**config.mk**
```make
export PLATFORM = sky130hd
export DESIGN_NAME = uart_tx_fifo
export DESIGN_NICKNAME = d
export VERILOG_FILES = /design/src/rtl/uart_pkg.sv /design/src/rtl/uart_tx_fifo_byte_fifo.sv /design/src/rtl/uart_tx_fifo.sv
export SDC_FILE = /design/constraint.sdc
export NUM_CORES = 1
export LEC_CHECK = 0
export ABC_AREA = 1
export CAP_MARGIN = 20
export CORE_ASPECT_RATIO = 1.4
export CORE_UTILIZATION = 35
export DETAILED_ROUTE_END_ITERATION = 12
export PLACE_DENSITY_LB_ADDON = 0.08
export SLEW_MARGIN = 30
export SYNTH_ARGS = -nofsm -noshare
export SYNTH_HDL_FRONTEND = slang
export SYNTH_SLANG_ARGS = --single-unit
```
**constraint.sdc**
```tcl
create_clock -name clk -period 3.7 [get_ports clk]
set_input_delay 1.11 -clock clk [delete_from_list [all_inputs] [get_ports clk]]
set_output_delay 1.11 -clock clk [all_outputs]
set_load 0.01 [all_outputs]
```
**src/rtl/uart_pkg.sv**
```systemverilog
// Shared types and constants for the buffered UART transmitter.
// UART_TX_PARITY_EN adds an even-parity bit to every frame.
package uart_pkg;

    typedef enum logic [2:0] {
        IDLE,
        START,
        DATA,
        PARITY,
        STOP
    } tx_state_t;

    localparam int unsigned DEFAULT_CLK_PER_BIT = 868;

`ifdef UART_TX_PARITY_EN
    localparam int unsigned FRAME_BITS = 11;
`else
    localparam int unsigned FRAME_BITS = 10;
`endif

endpackage

```
**src/rtl/uart_tx_fifo_byte_fifo.sv**
```systemverilog
// Byte FIFO with a registered occupancy count; dout shows the head entry combinationally.
// A push while full is dropped, even if a pop happens on the same edge.
module byte_fifo #(
    parameter int unsigned FIFO_DEPTH = 16
) (
    input  logic       clk,
    input  logic       rstn,
    input  logic       push,
    input  logic [7:0] din,
    input  logic       pop,
    output logic [7:0] dout,
    output logic       empty,
    output logic       full
);

    localparam int unsigned AW = (FIFO_DEPTH > 1) ? $clog2(FIFO_DEPTH) : 1;
    localparam logic [AW:0] DEPTH_CNT = (AW + 1)'(FIFO_DEPTH);

    logic [7:0]    mem_q [FIFO_DEPTH];
    logic [AW-1:0] wptr_q, wptr_d;
    logic [AW-1:0] rptr_q, rptr_d;
    logic [AW:0]   count_q, count_d;
    logic          do_push, do_pop;

    assign full    = (count_q == DEPTH_CNT);
    assign empty   = (count_q == '0);
    assign do_push = push && !full;
    assign do_pop  = pop && !empty;
    assign dout    = mem_q[rptr_q];

    always_comb begin
        wptr_d  = wptr_q;
        rptr_d  = rptr_q;
        count_d = count_q;
        if (do_push) wptr_d = wptr_q + 1'b1;
        if (do_pop)  rptr_d = rptr_q + 1'b1;
        case ({do_push, do_pop})
            2'b10:   count_d = count_q + 1'b1;
            2'b01:   count_d = count_q - 1'b1;
            default: count_d = count_q;
        endcase
    end

    always_ff @(posedge clk) begin
        if (!rstn) begin
            wptr_q  <= '0;
            rptr_q  <= '0;
            count_q <= '0;
        end else begin
            wptr_q  <= wptr_d;
            rptr_q  <= rptr_d;
            count_q <= count_d;
        end
    end

    always_ff @(posedge clk) begin
        if (do_push) mem_q[wptr_q] <= din;
    end

endmodule

```
**src/rtl/uart_tx_fifo.sv**
```systemverilog
// Buffered 8N1 UART transmitter: byte FIFO feeding a baud-timed serializer, LSB first.
// Define UART_TX_PARITY_EN to insert an even-parity bit between data and stop.
module uart_tx_fifo
    import uart_pkg::*;
#(
    parameter int unsigned CLK_PER_BIT = DEFAULT_CLK_PER_BIT,
    parameter int unsigned FIFO_DEPTH  = 16
) (
    input  logic       clk,
    input  logic       rstn,
    input  logic       we,
    input  logic [7:0] wdata,
    output logic       full,
    output logic       busy,
    output logic       txd
);

    localparam logic [15:0] BAUD_LOAD = 16'(CLK_PER_BIT - 1);

    tx_state_t   state_q, state_d;
    logic [15:0] baud_q, baud_d;
    logic [2:0]  bit_q, bit_d;
    logic [7:0]  shift_q, shift_d;
    logic        txd_q, txd_d;
    logic        baud_tick;
    logic        fifo_pop, fifo_empty;
    logic [7:0]  fifo_dout;
`ifdef UART_TX_PARITY_EN
    logic        par_q, par_d;
`endif

    byte_fifo #(
        .FIFO_DEPTH(FIFO_DEPTH)
    ) u_fifo (
        .clk  (clk),
        .rstn (rstn),
        .push (we),
        .din  (wdata),
        .pop  (fifo_pop),
        .dout (fifo_dout),
        .empty(fifo_empty),
        .full (full)
    );

    assign baud_tick = (baud_q == '0);
    assign busy      = (state_q != IDLE) || !fifo_empty;
    assign txd       = txd_q;

    always_ff @(posedge clk) begin
        if (!rstn) begin
            state_q <= IDLE;
            baud_q  <= '0;
            bit_q   <= '0;
            shift_q <= '0;
            txd_q   <= 1'b1;
`ifdef UART_TX_PARITY_EN
            par_q   <= 1'b0;
`endif
        end else begin
            state_q <= state_d;
            baud_q  <= baud_d;
            bit_q   <= bit_d;
            shift_q <= shift_d;
            txd_q   <= txd_d;
`ifdef UART_TX_PARITY_EN
            par_q   <= par_d;
`endif
        end
    end

    always_comb begin
        state_d  = state_q;
        baud_d   = baud_q;
        bit_d    = bit_q;
        shift_d  = shift_q;
        fifo_pop = 1'b0;
`ifdef UART_TX_PARITY_EN
        par_d    = par_q;
`endif
        if (state_q != IDLE && !baud_tick) begin
            baud_d = baud_q - 1'b1;
        end else begin
            case (state_q)
                IDLE, STOP: begin
                    // STOP shares IDLE's pop path so back-to-back frames have no idle gap
                    if (!fifo_empty) begin
                        fifo_pop = 1'b1;
                        shift_d  = fifo_dout;
                        state_d  = START;
                        baud_d   = BAUD_LOAD;
`ifdef UART_TX_PARITY_EN
                        par_d    = ^fifo_dout;
`endif
                    end else begin
                        state_d = IDLE;
                    end
                end
                START: begin
                    state_d = DATA;
                    baud_d  = BAUD_LOAD;
                    bit_d   = '0;
                end
                DATA: begin
                    baud_d  = BAUD_LOAD;
                    shift_d = shift_q >> 1;
                    if (bit_q == 3'd7) begin
`ifdef UART_TX_PARITY_EN
                        state_d = PARITY;
`else
                        state_d = STOP;
`endif
                    end else begin
                        bit_d = bit_q + 1'b1;
                    end
                end
`ifdef UART_TX_PARITY_EN
                PARITY: begin
                    state_d = STOP;
                    baud_d  = BAUD_LOAD;
                end
`endif
                default: state_d = IDLE;
            endcase
        end
    end

    // txd is registered from the next state so the pin never glitches
    always_comb begin
        txd_d = 1'b1;
        case (state_d)
            START:   txd_d = 1'b0;
            DATA:    txd_d = shift_d[0];
`ifdef UART_TX_PARITY_EN
            PARITY:  txd_d = par_d;
`endif
            default: txd_d = 1'b1;
        endcase
    end

endmodule

```
==> impl_metrics.ini <==
[floorplan]
fp.dieH_um = 176
ioPinCount = 14
dieWidth_um = 126
core-area_um2 = 21200
die-area_um2 = 22200
start_util_pct = 35.6
fp-row-count = 63

[cts]
cts_setup_buffers = 0
cts_sinks = 176
cts.htree.levels = 4
cts_hold_buf = 0
cts.repair.resized = 0
root_buffer = clkbuf_16
cts_tree = done
clk_latency_ns = 0.43
cts_buffers = 17
clock_path_buffers = 2
path_clk_slew_ns = 0.07

[min_path]
min_delay_path_depth = 2
whs_endpoint = baud_q[15]$_SDFFE_PN0P_
hp-class = reg -> reg
min_from = baud_q[15]$_SDFFE_PN0P_

[worst_setup_path]
path_buf_inv = 1
worstReg2RegStart = baud_q[0]$_SDFFE_PN0P_
worst-path-max-fanout = 5
r2r_slack_ns = 0.72
worst_ep_arrival_time_ns = 1.91
ff2ff_path_depth = 19
cp.required_ns = 2.59
r2r_end = u_fifo.count_q[4]$_SDFFE_PN0P_
cp-start-kind = flip-flop
cp_common_cell = nor2_1
crit_path_top_delay_cell = clkdlybuf4s50_1
setup.worst_path.class = reg -> out
critPathTopFamily = simple AND/OR/NAND/NOR gates
crit_path_max_incr_delay_ns = 0.49
cp-end-kind = output port
path_cells = nor2_1, nand4_1, nor2_1, nand2_1, clkdlybuf4s50_1

[global_route]
grt_max_degree = 65
grt_pass1_vias = 5202
antenna_found_initial = 0
grt_overflow_total = 0
grt_pass1_wl_um = 29300
gr-usage-all-layers_pct = 17.8

[sta]
hold_viol_final = 0
fin_crit_ns = 3.02
tightest_slew_ns = 0.834
finalHoldWorstSlack_ns = 0.469
setup_viol = 0
grt_setup_unrepaired = no
max_freq_mhz = 331
period_share_pct = 81.6
relSlewSlack_pct = 44.3
tns_ns = 0
report.final.slew_viol_count = 0
fin_skew_ns = 0.0130
worst_slack_ns = 0.682

[synth]
synth.area.top_cells = edfxtp_1 51%, dfxtp_1 13%, nor2_1 5.6%
synth_area_leader_cell = edfxtp_1
synthCells = 732
netlist-cell-type-count = 34
synth_top_area_share_pct = 50.9
synth_area_um2 = 7560
yosys_warnings = 0
yosys_register_bits = 176
syn_area_per_cell_um2 = 10.3
synth_fp_nets = 755
seq_area_frac_synth_pct = 63.6

[place]
port_buffers = 13
placed_cells = 989
placed_area_um2 = 7970
pre_cts_slack_ns = 0.423
gp_congestion = 0.780
hpwl_um = 12000

[layout]
final_common_cell = edfxtp_1
fin_util_pct = 40.4
final_cell_mix = 128 x edfxtp_1, 113 x nor2_1, 102 x nand2_1
instances_no_fill = 1021
fin_area_um2 = 8560
nFillCells = 2082
num_antenna_cells = 0
drive_above_1_share_pct = 10.4
nets = 771
syn_to_final_growth_pct = 13.3

[outcome]
status = complete, no violations

[job]
maxCapViolCount = 0

[detailed_routing]
routedWlPerCell_um = 18.2
viasPerCell = 5.09
via_count = 5194
routed_wl_um = 18600
drt-pass1-iter-count = 5
drt_iter0_drc = 320
ant_nets = 0
drc = 0

[pwr]
max-vdd-ir-drop_uv = 378
p_total_mw = 6.49
p_per_area_nw_per_um2 = 758
p_leak_nw = 3.13
[layout make-up]
class | count | area (µm²) | share of cell area, %
tap | 260 | 325 | 3.80
inverter | 68 | 258 | 3.01
clock inverter | 14 | 166 | 1.94
sequential | 176 | 4810 | 56.1
clock buffer | 18 | 429 | 5.01
timing repair buffer | 28 | 243 | 2.84
multi-input combinational | 457 | 2330 | 27.3
[flip-flops by register name, summed over array words and instances (netlist names), named ones only]
signal and count:
u_fifo.mem_q 128, baud_q 16, shift_q 8, u_fifo.count_q 5
u_fifo.rptr_q 4, u_fifo.wptr_q 4, bit_q 3, state_q 3
txd 1
[worst register-to-register path, stage by stage (launching register included)]
cell      delay (ns)
dfxtp_1         0.31
inv_1           0.10
ha_1            0.22
nand3_2         0.13
nor2_2          0.17
nand2_2         0.11
o21bai_4        0.14
nand2_2         0.11
inv_2           0.22
ha_1            0.30
xor2_1          0.11
ha_1            0.19
inv_1           0.05
nand2_1         0.07
a31oi_1         0.21
nor2_1          0.06
nor2_1          0.10
nand2_1         0.07
o21ai_0         0.15
a21oi_1         0.06
[synth_stat cells]
cell type	number
edfxtp_1	128
nor2_1	113
nand2_1	102
o21ai_0	73
inv_1	62
nand3_1	49
dfxtp_1	48
a21oi_1	32
o221ai_1	27
clkbuf_1	19
ha_1	12
nor2_2	9
buf_2	5
inv_2	5
nand2_2	5
nor3_1	5
o21ai_1	5
buf_6	4
o21ai_2	4
o22ai_1	4
xor2_1	4
a31oi_1	3
buf_4	2
nand3_2	2
a221oi_2	1
buf_1	1
inv_4	1
nand2_4	1
nand4_1	1
nor3_4	1
o21ai_4	1
o21bai_1	1
o21bai_4	1
or3_1	1
[report_power, final]
group          switching, mW  leakage [nW]  internal (mW)
clock network          0.838         0.285          0.966
registers              0.119          1.55           2.31
logic                   1.56          1.29          0.691
total                   2.52          3.13           3.97
[worst max path at each step]
stage	from	to	slack [ns]	depth (start not counted)
after floorplan	baud_q[0]$_SDFFE_PN0P_	u_fifo.count_q[4]$_SDFFE_PN0P_	1.09	20
after global placement	we	u_fifo.count_q[4]$_SDFFE_PN0P_	0.48	13
after detailed placement	we	u_fifo.count_q[4]$_SDFFE_PN0P_	0.42	13
after CTS	u_fifo.count_q[0]$_SDFFE_PN0P_	busy	0.59	5
after global routing	baud_q[0]$_SDFFE_PN0P_	u_fifo.count_q[4]$_SDFFE_PN0P_	0.33	19
final	u_fifo.count_q[0]$_SDFFE_PN0P_	busy	0.68	5
[logic make-up after synthesis]
kind of cell / synth area share [%]
buffers and inverters: 5.53
adders and majority gates: 1.99
AOI/OAI and AO/OA: 12.2
xor gates and xnor gates: 0.464
and+or+nand+nor: 16.2
DFF: 63.6
[per-layer routing]
layer | track usage, % | vias up | share of wire [%]
li1 | - | 2576 | -
met4 | 6.78 | 0 | 2.4
met3 | 3.08 | 19 | 3.4
met1 | 21.8 | 2504 | 43
met5 | 0 | - | 0
met2 | 31.1 | 95 | 51
Note: power is estimated with default switching activity, not from simulation.
